### config.mk
export PLATFORM = sky130hd
export DESIGN_NAME = tile_blitter_flat
export DESIGN_NICKNAME = d
export VERILOG_FILES = /design/src/rtl/tile_blitter_pkg.sv /design/src/rtl/tile_blitter_if.sv /design/src/rtl/blit_pixel_pipe.sv /design/src/rtl/tile_blitter.sv /design/src/flat_wrapper.sv
export SDC_FILE = /design/constraint.sdc
export NUM_CORES = 1
export LEC_CHECK = 0
export ABC_AREA = 0
export CELL_PAD_IN_SITES_DETAIL_PLACEMENT = 2
export CELL_PAD_IN_SITES_GLOBAL_PLACEMENT = 2
export CORE_MARGIN = 5
export CORE_UTILIZATION = 33
export DETAILED_ROUTE_END_ITERATION = 16
export PLACE_DENSITY = 0.85
export SKIP_CTS_REPAIR_TIMING = 1
export SYNTH_ARGS = -nofsm -noshare
export SYNTH_HDL_FRONTEND = slang
export SYNTH_SLANG_ARGS = --single-unit
### constraint.sdc
create_clock -name clock -period 6.15 [get_ports clock]
set_input_delay 1.23 -clock clock [delete_from_list [all_inputs] [get_ports clock]]
set_output_delay 1.23 -clock clock [all_outputs]
set_load 0.02 [all_outputs]
### src/rtl/tile_blitter_pkg.sv
// Shared constants and types for the tile blitter: screen geometry, draw modes,
// tile IDs shared with the datapath, and the pixel-pipe record.
package tile_blitter_pkg;

    localparam int unsigned SCREEN_W    = 320;
    localparam int unsigned SCREEN_H    = 240;
    localparam int unsigned TILE_SIZE   = 16;
    localparam logic [2:0]  TRANSPARENT = 3'b101;

    localparam int unsigned STAGE_PIXELS = SCREEN_W * SCREEN_H;

    localparam logic [3:0] TILE_HEART      = 4'd9;
    localparam logic [3:0] TILE_BOMB       = 4'd10;
    localparam logic [3:0] TILE_EXPLOSION  = 4'd11;
    localparam logic [3:0] TILE_PLAYER     = 4'd12;
    localparam logic [3:0] TILE_INVINCIBLE = 4'd14;

    typedef enum logic [1:0] {
        MODE_STAGE  = 2'd0,
        MODE_TILE   = 2'd1,
        MODE_SPRITE = 2'd2
    } mode_t;

    typedef enum logic [1:0] {
        StIdle,
        StFetch,
        StDrain,
        StDone
    } state_t;

    // One in-flight pixel travelling alongside its ROM read.
    typedef struct packed {
        logic       valid;
        logic       clip;
        logic       keyed;
        logic       stage;
        logic [8:0] x;
        logic [7:0] y;
    } pix_t;

endpackage

### src/rtl/tile_blitter_if.sv
// Command, ROM and VGA-side signals of the tile blitter grouped as one bundle.
interface tile_blitter_if;

    logic        go;
    logic [8:0]  X;
    logic [7:0]  Y;
    logic [3:0]  tile_select;
    logic [1:0]  memory_select;
    logic [16:0] stage_addr;
    logic [2:0]  stage_data;
    logic [11:0] tile_addr;
    logic [2:0]  tile_data;
    logic [8:0]  X_out;
    logic [7:0]  Y_out;
    logic [2:0]  colour;
    logic        write_en;
    logic        busy;
    logic        finished;

    modport slave (
        input  go, X, Y, tile_select, memory_select, stage_data, tile_data,
        output stage_addr, tile_addr, X_out, Y_out, colour, write_en, busy, finished
    );

    modport master (
        output go, X, Y, tile_select, memory_select, stage_data, tile_data,
        input  stage_addr, tile_addr, X_out, Y_out, colour, write_en, busy, finished
    );

endinterface

### src/rtl/blit_pixel_pipe.sv
// Delay line that keeps pixel coordinates aligned with synchronous ROM data,
// plus the screen-clip and colour-key write suppression.
module blit_pixel_pipe
    import tile_blitter_pkg::*;
#(
    parameter int unsigned ROM_LATENCY = 1
) (
    input  logic       clock,
    input  logic       reset,
    input  logic       issue,
    input  mode_t      mode,
    input  logic [9:0] px,
    input  logic [8:0] py,
    input  logic [2:0] stage_data,
    input  logic [2:0] tile_data,
    output logic [8:0] X_out,
    output logic [7:0] Y_out,
    output logic [2:0] colour,
    output logic       write_en
);

    pix_t entry;
    pix_t tail;
    pix_t pipe_q [ROM_LATENCY];
    logic [2:0] src;

    // Clip is decided on the full-width sums so wrap-around cannot sneak a pixel on screen.
    always_comb begin
        entry = '0;
        if (issue) begin
            entry.valid = 1'b1;
            entry.clip  = (px >= 10'(SCREEN_W)) || (py >= 9'(SCREEN_H));
            entry.keyed = (mode == MODE_SPRITE);
            entry.stage = (mode == MODE_STAGE);
            entry.x     = px[8:0];
            entry.y     = py[7:0];
        end
    end

    always_ff @(posedge clock) begin
        if (reset) begin
            for (int unsigned i = 0; i < ROM_LATENCY; i++) begin
                pipe_q[i] <= '0;
            end
        end else begin
            pipe_q[0] <= entry;
            for (int unsigned i = 1; i < ROM_LATENCY; i++) begin
                pipe_q[i] <= pipe_q[i-1];
            end
        end
    end

    always_comb begin
        tail     = pipe_q[ROM_LATENCY-1];
        src      = tail.stage ? stage_data : tile_data;
        X_out    = tail.x;
        Y_out    = tail.y;
        colour   = tail.valid ? src : 3'b000;
        write_en = tail.valid & ~tail.clip & ~(tail.keyed & (src == TRANSPARENT));
    end

endmodule

### src/rtl/tile_blitter.sv
// Pixel-copy engine: walks the stage or a tile ROM one address per cycle and
// streams the resulting pixels to the VGA adapter, then pulses finished.
module tile_blitter
    import tile_blitter_pkg::*;
#(
    parameter int unsigned ROM_LATENCY = 1
) (
    input logic           clock,
    input logic           reset,
    tile_blitter_if.slave bus
);

    state_t      state_q;
    mode_t       mode_q;
    mode_t       mode_in;
    logic [8:0]  x_q;
    logic [7:0]  y_q;
    logic [3:0]  tile_q;
    logic [3:0]  tx_q;
    logic [3:0]  ty_q;
    logic [8:0]  sx_q;
    logic [7:0]  sy_q;
    logic [16:0] saddr_q;
    logic [1:0]  drain_q;
    logic        busy_q;
    logic        finished_q;
    logic        last_pixel;
    logic        issue;
    logic [9:0]  px;
    logic [8:0]  py;

    // Reserved mode 3 behaves like an opaque tile.
    always_comb begin
        unique case (bus.memory_select)
            2'd0:    mode_in = MODE_STAGE;
            2'd2:    mode_in = MODE_SPRITE;
            default: mode_in = MODE_TILE;
        endcase
    end

    always_comb begin
        if (mode_q == MODE_STAGE) begin
            last_pixel = (sx_q == 9'(SCREEN_W - 1)) && (sy_q == 8'(SCREEN_H - 1));
            px         = {1'b0, sx_q};
            py         = {1'b0, sy_q};
        end else begin
            last_pixel = (tx_q == 4'(TILE_SIZE - 1)) && (ty_q == 4'(TILE_SIZE - 1));
            px         = {1'b0, x_q} + {6'b0, tx_q};
            py         = {1'b0, y_q} + {5'b0, ty_q};
        end
        issue = (state_q == StFetch);
    end

    always_ff @(posedge clock) begin
        if (reset) begin
            state_q    <= StIdle;
            mode_q     <= MODE_STAGE;
            x_q        <= '0;
            y_q        <= '0;
            tile_q     <= '0;
            tx_q       <= '0;
            ty_q       <= '0;
            sx_q       <= '0;
            sy_q       <= '0;
            saddr_q    <= '0;
            drain_q    <= '0;
            busy_q     <= 1'b0;
            finished_q <= 1'b0;
        end else begin
            finished_q <= 1'b0;
            case (state_q)
                StIdle: begin
                    if (bus.go) begin
                        x_q     <= bus.X;
                        y_q     <= bus.Y;
                        tile_q  <= bus.tile_select;
                        mode_q  <= mode_in;
                        tx_q    <= '0;
                        ty_q    <= '0;
                        sx_q    <= '0;
                        sy_q    <= '0;
                        saddr_q <= '0;
                        busy_q  <= 1'b1;
                        state_q <= StFetch;
                    end
                end
                StFetch: begin
                    if (last_pixel) begin
                        drain_q <= '0;
                        state_q <= StDrain;
                    end else if (mode_q == MODE_STAGE) begin
                        // Running address avoids a sy*SCREEN_W multiplier.
                        saddr_q <= saddr_q + 17'd1;
                        if (sx_q == 9'(SCREEN_W - 1)) begin
                            sx_q <= '0;
                            sy_q <= sy_q + 8'd1;
                        end else begin
                            sx_q <= sx_q + 9'd1;
                        end
                    end else begin
                        tx_q <= tx_q + 4'd1;
                        if (tx_q == 4'(TILE_SIZE - 1)) begin
                            ty_q <= ty_q + 4'd1;
                        end
                    end
                end
                StDrain: begin
                    if (drain_q == 2'(ROM_LATENCY - 1)) begin
                        busy_q     <= 1'b0;
                        finished_q <= 1'b1;
                        state_q    <= StDone;
                    end else begin
                        drain_q <= drain_q + 2'd1;
                    end
                end
                StDone: begin
                    state_q <= StIdle;
                end
                default: begin
                    state_q <= StIdle;
                end
            endcase
        end
    end

    assign bus.stage_addr = saddr_q;
    assign bus.tile_addr  = {tile_q, ty_q, tx_q};
    assign bus.busy       = busy_q;
    assign bus.finished   = finished_q;

    blit_pixel_pipe #(
        .ROM_LATENCY(ROM_LATENCY)
    ) u_pipe (
        .clock     (clock),
        .reset     (reset),
        .issue     (issue),
        .mode      (mode_q),
        .px        (px),
        .py        (py),
        .stage_data(bus.stage_data),
        .tile_data (bus.tile_data),
        .X_out     (bus.X_out),
        .Y_out     (bus.Y_out),
        .colour    (bus.colour),
        .write_en  (bus.write_en)
    );

endmodule
### src/flat_wrapper.sv
// flat-port wrapper written by rule: the top's interface ports become plain ports
module tile_blitter_flat import tile_blitter_pkg::*;
#(
    parameter int unsigned ROM_LATENCY = 1
)
  (clock, reset, bus_go, bus_X, bus_Y, bus_tile_select, bus_memory_select, bus_stage_data, bus_tile_data, bus_stage_addr, bus_tile_addr, bus_X_out, bus_Y_out, bus_colour, bus_write_en, bus_busy, bus_finished);
  tile_blitter_if bus_i ();
  input logic clock;
  input logic reset;
  input wire logic [$bits(bus_i.go)-1:0] bus_go;
  input wire logic [$bits(bus_i.X)-1:0] bus_X;
  input wire logic [$bits(bus_i.Y)-1:0] bus_Y;
  input wire logic [$bits(bus_i.tile_select)-1:0] bus_tile_select;
  input wire logic [$bits(bus_i.memory_select)-1:0] bus_memory_select;
  input wire logic [$bits(bus_i.stage_data)-1:0] bus_stage_data;
  input wire logic [$bits(bus_i.tile_data)-1:0] bus_tile_data;
  output wire logic [$bits(bus_i.stage_addr)-1:0] bus_stage_addr;
  output wire logic [$bits(bus_i.tile_addr)-1:0] bus_tile_addr;
  output wire logic [$bits(bus_i.X_out)-1:0] bus_X_out;
  output wire logic [$bits(bus_i.Y_out)-1:0] bus_Y_out;
  output wire logic [$bits(bus_i.colour)-1:0] bus_colour;
  output wire logic [$bits(bus_i.write_en)-1:0] bus_write_en;
  output wire logic [$bits(bus_i.busy)-1:0] bus_busy;
  output wire logic [$bits(bus_i.finished)-1:0] bus_finished;
  assign bus_i.go = bus_go;
  assign bus_i.X = bus_X;
  assign bus_i.Y = bus_Y;
  assign bus_i.tile_select = bus_tile_select;
  assign bus_i.memory_select = bus_memory_select;
  assign bus_i.stage_data = bus_stage_data;
  assign bus_i.tile_data = bus_tile_data;
  assign bus_stage_addr = bus_i.stage_addr;
  assign bus_tile_addr = bus_i.tile_addr;
  assign bus_X_out = bus_i.X_out;
  assign bus_Y_out = bus_i.Y_out;
  assign bus_colour = bus_i.colour;
  assign bus_write_en = bus_i.write_en;
  assign bus_busy = bus_i.busy;
  assign bus_finished = bus_i.finished;
  tile_blitter #(.ROM_LATENCY(ROM_LATENCY)) u_core (.clock(clock), .reset(reset), .bus(bus_i));
endmodule
==> metrics.cfg <==
[setup_path]
arrival_ns=2.66
cp-end-kind=output port
crit_path_max_incr_delay_ns=0.61
cp_max_fo=2
critical_path_class=in -> out
path_delay_family=buffers and inverters
critPathBufInv=2
critical_path.most_common_cell=clkdlybuf4s50_1
startpoint_type=input pin
crit_path_top_delay_cell=clkdlybuf4s50_1
path_cells=clkdlybuf4s50_1 -> nand4b_1 -> o31ai_1 -> a21oi_1 -> clkdlybuf4s50_1
required_ns=4.92

[timing]
slew_violations=0
fin_skew_ns=0.00871
min_period_ns=3.89
tightest_slew_ns=1.15
setup-violations-final=0
hold_viol=0
fin_crit_sh_pct=63.3
fin_setup_tns_ns=0
setup_ws_ns=2.26
rsz0062_at_grt=no
max_slew_margin_pct=22.8
hold_slack_ns=0.464
max_freq_mhz=257

[placement]
gp_congestion=0.852
port_buffers=83
place_ws_ns=1.94
dp_hpwl_um=10700

[clocking]
clock_latency_ns=0.35
cts_max_level=3
root_buffer=clkbuf_16
cts.sinks=92
cts.clk_slew.worst_paths_ns=0.06
tritoncts=yes
numCtsBuffers=9
max-clock-path-buffers=2

[yosys]
synth_area_mm2=0.00456
synth_edf_count=0
yosys_warnings=0
syn_avg_cell_area_um2=8.11
netlist.area_leader.share_pct=40.4
synthArstFlopShare_pct=0
ys_seq_elements=92
syn_nets=614
ys.flop_type=dfxtp_1
yosysUniqueCellTypes=48
syn_inst=562
synth_area_leaders=dfxtp_1 (40%), nand2_1 (6.4%), a21oi_1 (6.3%), ha_1 (4.9%), nor2_1 (4.8%)
yosysTopAreaCell=dfxtp_1
synth-seq-area-share_pct=40.4

[global_routing]
gr-total-overflow=0
grt_pass1_vias=4653
grt_util_all_layers_pct=18.4
antenna_found_initial=0
grt_max_degree=48
grt_first_pass_wirelength_um=24000

[die]
row_count=43
dieArea_mm2=0.0163
core_mm2=0.0137
initial_utilization_pct=33.2
ioPinCount=84
die_h_um=128
fp.dieW_um=128

[layout]
nets=668
postLayoutCoreUtil_pct=41.7
drive_above_1_share_pct=3.54
syn_to_final_growth_pct=25.5
diodes=0

[power]
irDropWorstVdd_mv=0.234
p_leak_nw=2.05
cellPowerDensity_mw_per_mm2=332
p_total_mw=1.90

[outcome]
status=finished, final reports clean

[drt]
wl_per_cell_um=18.2
wl_um=14600
dr_total_vias=4273
ant_nets=0
viasPerCell=5.33
drt_iter0_drc=125
drc_errors=0
drtPass1Iterations=4

[job]
maxCapViolCount=0

[worst_hold_path]
hold_class=reg -> reg

-- worst register-to-register path: cells and delay by family, from the launching register on --
family | cells | cell delay, ns
compound gates | 2 | 0.53
flops | 1 | 0.33
fa+ha+maj | 1 | 0.24
simple gates | 4 | 1.80
buf+inv | 1 | 0.11
-- registers in the layout (all words and copies together) (netlist names), 4 cells and up --
signal                 cells
u_core.u_pipe.pipe_q      21
u_core.bus.stage_addr     17
u_core.sx_q                9
u_core.x_q                 9
u_core.sy_q                8
u_core.y_q                 8
u_core.tile_q              4
u_core.tx_q                4
u_core.ty_q                4
-- metrics by stage --
stage,std cells,area (µm²)
6_report,801,5720
5_1_grt,801,5720
4_1_cts,801,5720
3_5_place_dp,785,5410
3_3_place_gp,785,5410
2_1_floorplan,562,4560
-- synthesized netlist by cell type, drive strengths merged, types with 7 or more instances --
master,instances
ha,18
nor2,58
buf,21
or3,8
xor2,21
inv,14
and2,8
nand4,23
o21ai,31
nor3,8
a211oi,7
dfxtp,92
nand3,16
a21oi,57
nand2,78
and3,12
clkbuf,23
-- kinds of logic after synthesis --
family / synth area share (%)
mux: 1.56
fa+ha+maj: 5.82
simple gates: 25.4
compound gates: 15.5
buf+inv: 6.28
flops: 40.4
xor+xnor: 4.99
-- layer usage --
metal  vias to the layer above  track usage, %  routed length (µm)
li1                       2046               -                   -
met1                      2124            22.5                6410
met2                        76            31.7                7360
met3                        27            3.85                 499
met4                         0            6.81                 323
met5                         -               0                   0
-- placed cells by master (no fill, tap or decap), types with 6 or more instances in the layout --
cell type,n
mux2i_1,6
a211oi_1,7
nand2b_1,6
nor2_1,58
clkdlybuf4s50_1,83
or3_1,8
xor2_1,21
nor3_1,8
clkbuf_16,9
ha_1,18
nand3_1,15
and2_1,8
inv_1,14
and3_1,12
nand2_1,78
dfxtp_1,92
nand4_1,23
a21oi_1,57
o21ai_0,30
-- cell type report --
cell class / instances / area (µm²)
tap: 180 / 225
inverter: 14 / 52.6
clock inverter: 4 / 73.8
clock buffer: 12 / 236
timing repair buffer: 87 / 861
fill: 1536 / 8000
multi-input combinational: 412 / 2430
sequential: 92 / 1840
-- power breakdown --
| group | internal, mW | switching (mW) | total [mW] |
|---|---|---|---|
| Clock | 0.357 | 0.236 | 0.593 |
| Combinational | 0.200 | 0.394 | 0.593 |
| Sequential | 0.656 | 0.0552 | 0.711 |
-- path summary, 6_finish.rpt --
| kind | slack, ns | startpoint | end | cells past startpoint |
|---|---|---|---|---|
| setup / recovery | 2.26 | bus_stage_data[1] | bus_write_en | 5 |
| hold / removal | 0.46 | u_core.tile_q[3] | u_core.tile_q[3] | 2 |
| setup reg to reg | 3.06 | u_core.state_q[0] | u_core.bus.stage_addr[15] | 8 |
| hold reg to reg | 0.46 | u_core.tile_q[3] | u_core.tile_q[3] | 2 |
No activity file was read; power rests on OpenSTA's default activity.
==> RTL change 1, RTL diff (same settings) <==
`ROM_LATENCY` is set to 1 in 3 places; all go to 2.
--- a/src/rtl/blit_pixel_pipe.sv
+++ b/src/rtl/blit_pixel_pipe.sv
@@ -4,5 +4,5 @@
     import tile_blitter_pkg::*;
 #(
-    parameter int unsigned ROM_LATENCY = 1
+    parameter int unsigned ROM_LATENCY = 2
 ) (
     input  logic       clock,
--- a/src/rtl/tile_blitter.sv
+++ b/src/rtl/tile_blitter.sv
@@ -4,5 +4,5 @@
     import tile_blitter_pkg::*;
 #(
-    parameter int unsigned ROM_LATENCY = 1
+    parameter int unsigned ROM_LATENCY = 2
 ) (
     input logic           clock,
--- a/src/flat_wrapper.sv
+++ b/src/flat_wrapper.sv
@@ -2,5 +2,5 @@
 module tile_blitter_flat import tile_blitter_pkg::*;
 #(
-    parameter int unsigned ROM_LATENCY = 1
+    parameter int unsigned ROM_LATENCY = 2
 )
   (clock, reset, bus_go, bus_X, bus_Y, bus_tile_select, bus_memory_select, bus_stage_data, bus_tile_data, bus_stage_addr, bus_tile_addr, bus_X_out, bus_Y_out, bus_colour, bus_write_en, bus_busy, bus_finished);
Check against the original RTL: not equivalent (Yosys sat finds a counterexample within 4 cycles, from zero or initial values and one cycle with reset high).
==> RTL change 1 against the unedited design <==
- clock power increased by 64%
- design area up 17%
- area after synthesis increased by 14%
- first-iteration DRC count is 74% higher
- count of clock-buffer cells in the layout grew 10
- power rose by 27%
- wire length up 21%
- synthesized cell count increased by 8.5%
- sequential cell count increased by 21
- combinational power fell by 2%
- via count rose by 11%
- setup slack worse by 0.069 ns
- critical endpoint unchanged
- highest routed layer unchanged
==> RTL change 1: results (changes against the unedited design) <==
cell with the biggest individual delay on the critical path - sky130_fd_sc_hd__clkdlybuf4s50_1
deepest level of the CTS H-tree - 4 (+1)
post-route clock skew - 0.0110 ns (+0.00227 ns)
leakage power total - 2.37 nW (+16%)
vias in the first global route - 5401 (+16%)
clock network latency to the later pin of the worst-skew pair - 0.42 ns (+0.07 ns)
final weighted congestion in routability-driven placement - 0.799 (-6.2%)
Placed Instances - 868 (+11%)
path category of the worst min-delay check - reg -> reg
Largest stage delay, worst path - 0.63 ns (+0.02 ns)
initial drt markers - 217 (+74%)
data arrival time of the worst path - 2.73 ns (+0.07 ns)
sequential-to-total area share from yosys stat - 43.4% (+3.0 points)
drt wl/cell - 19.6 um (+7.7%)
normalized max-slew margin - 24.7% (+1.9 points)
largest net degree at the start of global routing - 71 (+48%)
global-route wire length before repair - 28600 um (+19%)
cells after synthesis - 610 (+8.5%)
antenna diode count - 0 (unchanged)
top cells by instance count after synthesis - 113 x sky130_fd_sc_hd__dfxtp_1, 88 x sky130_fd_sc_hd__nand2_1, 63 x sky130_fd_sc_hd__a21oi_1, 50 x sky130_fd_sc_hd__nor2_1, 25 x sky130_fd_sc_hd__nor2b_1
Synth area leaders - sky130_fd_sc_hd__dfxtp_1 43%, sky130_fd_sc_hd__nand2_1 6.3%, sky130_fd_sc_hd__a21oi_1 6.1%
flip-flop count of the largest register after layout - 42 (+100%)
share of layout cells above drive strength 1 - 6.30% (+2.8 points)
Final Net Count - 723 (+8.2%)
dpl cell area - 6100 um^2 (+13%)
Hold Worst Slack - 0.429 ns (-0.0344 ns)
number of distinct library cells after synthesis - 55 (+15%)
vias - 4739 (+11%)
VDD IR max - 0.000198 V (-15%)
outcome - finished, final reports clean
final cell count without fillers - 899 (+12%)
## RTL change 1: cell families after synthesis
family                   count (synthesis)  synth area share, %
XOR/XNOR                                24                 4.04
adder cells (fa/ha/maj)                 20                 5.09
AO/OA/AOI/OAI                          141                 17.1
multiplexers                             9                 1.78
flip-flops                             113                 43.4
AND/OR/NAND/NOR                        240                 22.8
buffers and inverters                   63                 5.79
## RTL change 1: layout make-up
| cell class | instances | area [um^2] | share of cell area (%) |
|---|---|---|---|
| multi-input combinational | 434 | 2640 | 39.5 |
| timing repair buffer | 88 | 863 | 12.9 |
| inverter | 17 | 63.8 | 0.955 |
| sequential | 113 | 2260 | 33.8 |
| tap | 216 | 270 | 4.04 |
| clock buffer | 22 | 474 | 7.09 |
| clock inverter | 9 | 108 | 1.61 |
## RTL change 1: worst paths after layout
path / startpoint / end / cells past startpoint
worst max-delay path: bus_stage_data[1] / bus_write_en / 5
worst min-delay path: u_core.u_pipe.pipe_q[0][12] / u_core.u_pipe.pipe_q[0][33] / 1
worst max register to register: u_core.state_q[1] / u_core.bus.stage_addr[15] / 8
worst min register to register: u_core.u_pipe.pipe_q[0][12] / u_core.u_pipe.pipe_q[0][33] / 1
## RTL change 1: where the power goes
part,internal (mW),total (mW),switching (mW),leakage (nW)
Combinational,0.186,0.583,0.396,1.18
Sequential,0.794,0.847,0.0538,0.915
Clock,0.624,0.973,0.349,0.282
Total,1.60,2.40,0.799,2.37
## RTL change 1: per-layer routing
layer	up-vias	wire length, um	GRT usage, %
met4	0	370	7.28
met3	29	581	4.49
met2	89	9110	35.7
met1	2377	7570	22.8
met5	-	0	0
li1	2244	-	-
==> RTL change 2, RTL diff (same settings) <==
Made on the original files. Make the reset (`reset`) asynchronous in 2 clocked blocks.
--- a/src/rtl/blit_pixel_pipe.sv
+++ b/src/rtl/blit_pixel_pipe.sv
@@ -38,5 +38,5 @@
     end
 
-    always_ff @(posedge clock) begin
+    always_ff @(posedge clock or posedge reset) begin
         if (reset) begin
             for (int unsigned i = 0; i < ROM_LATENCY; i++) begin
--- a/src/rtl/tile_blitter.sv
+++ b/src/rtl/tile_blitter.sv
@@ -52,5 +52,5 @@
     end
 
-    always_ff @(posedge clock) begin
+    always_ff @(posedge clock or posedge reset) begin
         if (reset) begin
             state_q    <= StIdle;
Formal check against the unedited RTL: differs if reset is asserted again (counterexample within 4 cycles, from zero or initial values and one cycle with reset high); with reset held inactive, the same outputs for 10 cycles.
==> RTL change 2 against the unedited design <==
- final cell count down 9.2%
- die area up 5.5%
- hold slack better by 0.020 ns
- clock skew down 0.0012 ns
- non-clock buffer count unchanged
- sequential cell count unchanged
- wire length about the same
- area after synthesis up 6.0%
- setup slack worse by 0.096 ns
- design area up 5.8%
- largest cell class is now sequential cells
- critical path depth unchanged
- power up 40%
==> RTL change 2: results (changes against the unedited design) <==
antenna diode count - 0 (unchanged)
data arrival time of the worst path - 2.76 ns (+0.10 ns)
vias in the first global route - 4453 (-4.3%)
met3 track demand over resource - 2.52% (-1.3 points)
initial drt markers - 149 (+19%)
Hold Path Depth - 1 (-1)
Final Net Count - 589 (-12%)
source of the critical timing path - bus_tile_data[0]
detailed placement HPWL - 10300 um (-4.0%)
cell with the biggest individual delay on the critical path - sky130_fd_sc_hd__clkdlybuf4s50_1
Synth area leaders - sky130_fd_sc_hd__dfrtp_1 48%, sky130_fd_sc_hd__mux2_2 5.6%, sky130_fd_sc_hd__ha_1 4.4%
Largest stage delay, worst path - 0.55 ns (-0.06 ns)
path category of the worst min-delay check - reg -> reg
buffer type at the clock tree root - sky130_fd_sc_hd__clkbuf_16
fraction of registers with async set/reset - 100% (+100 points)
final weighted congestion in routability-driven placement - 0.784 (-7.9%)
largest net degree at the start of global routing - 51 (+6.3%)
deepest level of the CTS H-tree - 3 (unchanged)
number of clock buffers inserted by TritonCTS - 9 (unchanged)
top cells by instance count after synthesis - 92 x sky130_fd_sc_hd__dfrtp_1, 53 x sky130_fd_sc_hd__nor2_1, 44 x sky130_fd_sc_hd__nand2_1, 24 x sky130_fd_sc_hd__mux2_2, 20 x sky130_fd_sc_hd__xnor2_1
terminus of the critical flop-to-flop path - u_core.sx_q[3]
sequential-to-total area share from yosys stat - 47.6% (+7.2 points)
flip-flop count of the largest register after layout - 17 (-19%)
clock network latency to the later pin of the worst-skew pair - 0.35 ns (about the same)
number of distinct library cells after synthesis - 55 (+15%)
Least-Margin Pin Slew - 1.04 ns (-0.118 ns)
final count of pins violating max slew - 0 (unchanged)
number of I/O port buffers - 83 (unchanged)
clk buf depth - 2 (unchanged)
hold-critical path endpoint - u_core.u_pipe.pipe_q[18]
Critical Path End - bus_write_en
met3 routed wirelength - 500 um (+0.20%)
met2 track utilization from global routing - 31.3% (-0.41 points)
GR met1 Demand/Resource - 21.8% (-0.73 points)
startpoint of the worst register-to-register path - u_core.state_q[1]
top fanout value on the critical path - 2 (unchanged)
drt wl/cell - 20.0 um (+10%)
r2r setup slk - 2.93 ns (-0.13 ns)
via density per instance - 5.25 (-1.5%)
leakage power total - 2.56 nW (+25%)
fin crit share - 64.8% (+1.6 points)
hold path start - u_core.mode_q[0]
total of fill cells in the finished design - 1531 (-0.33%)
setup slack at placement - 2.13 ns (+0.194 ns)
Hold Worst Slack - 0.484 ns (+0.0200 ns)
outcome - finished, final reports clean
DRT met1 WL - 6330 um (-1.2%)
aggregate global-route resource usage - 17.7% (-0.67 points)
global-route wire length before repair - 23700 um (-1.4%)
total length of routed met2 wires - 7450 um (+1.3%)
VDD IR max - 0.000141 V (-40%)
post-route clock skew - 0.00752 ns (-0.00119 ns)
share of layout cells above drive strength 1 - 9.94% (+6.4 points)
post-synth net total - 524 (-15%)
-- RTL change 2: cell types whose count changed in the layout (fill, tap and decap cells not counted), sizes merged, moves of 7 or more --
cell   change
dfxtp     -92
nand4     -13
xnor2     +15
and3       -7
nand2     -34
o21ai     -14
mux2      +23
a21oi     -38
dfrtp     +92
-- RTL change 2: through the flow --
| stage | std cells | area, um^2 | total power [mW] |
|---|---|---|---|
| after CTS | 727 | 6050 | 2.69 |
| final | 727 | 6050 | 2.66 |
| after global placement | 711 | 5730 | 1.98 |
| after global routing | 727 | 6050 | 2.82 |
| after detailed placement | 711 | 5730 | 2.05 |
| after floorplan | 473 | 4830 | 1.65 |
-- RTL change 2: layout make-up --
type,count,share of cell area (%)
tap,184,3.80
multi-input combinational,335,37.8
timing repair buffer,87,14.2
clock inverter,3,1.14
sequential,92,38.0
inverter,13,0.827
clock buffer,13,4.13
-- RTL change 2: cells by family (layout without fill, tap and decap cells) --
| kind of cell | after synthesis | count (layout) | synth area share, % |
|---|---|---|---|
| AO/OA/AOI/OAI | 77 | 77 | 10.8 |
| XOR/XNOR | 38 | 38 | 6.89 |
| adder cells (fa/ha/maj) | 19 | 19 | 5.23 |
| buffers and inverters | 46 | 116 | 5.00 |
| flip-flops | 92 | 92 | 47.6 |
| multiplexers | 32 | 32 | 7.25 |
| AND/OR/NAND/NOR | 169 | 169 | 17.1 |
-- RTL change 2: power by group --
| group | internal, mW | switching [mW] | leakage, nW |
|---|---|---|---|
| Sequential | 0.774 | 0.150 | 1.21 |
| Clock | 0.370 | 0.243 | 0.154 |
| Combinational | 0.466 | 0.661 | 1.20 |
-- RTL change 2: critical path: cells and delay by family --
family	cells	cell delay [ns]
buffers and inverters	2	1.04
AO/OA/AOI/OAI	2	0.42
AND/OR/NAND/NOR	1	0.06
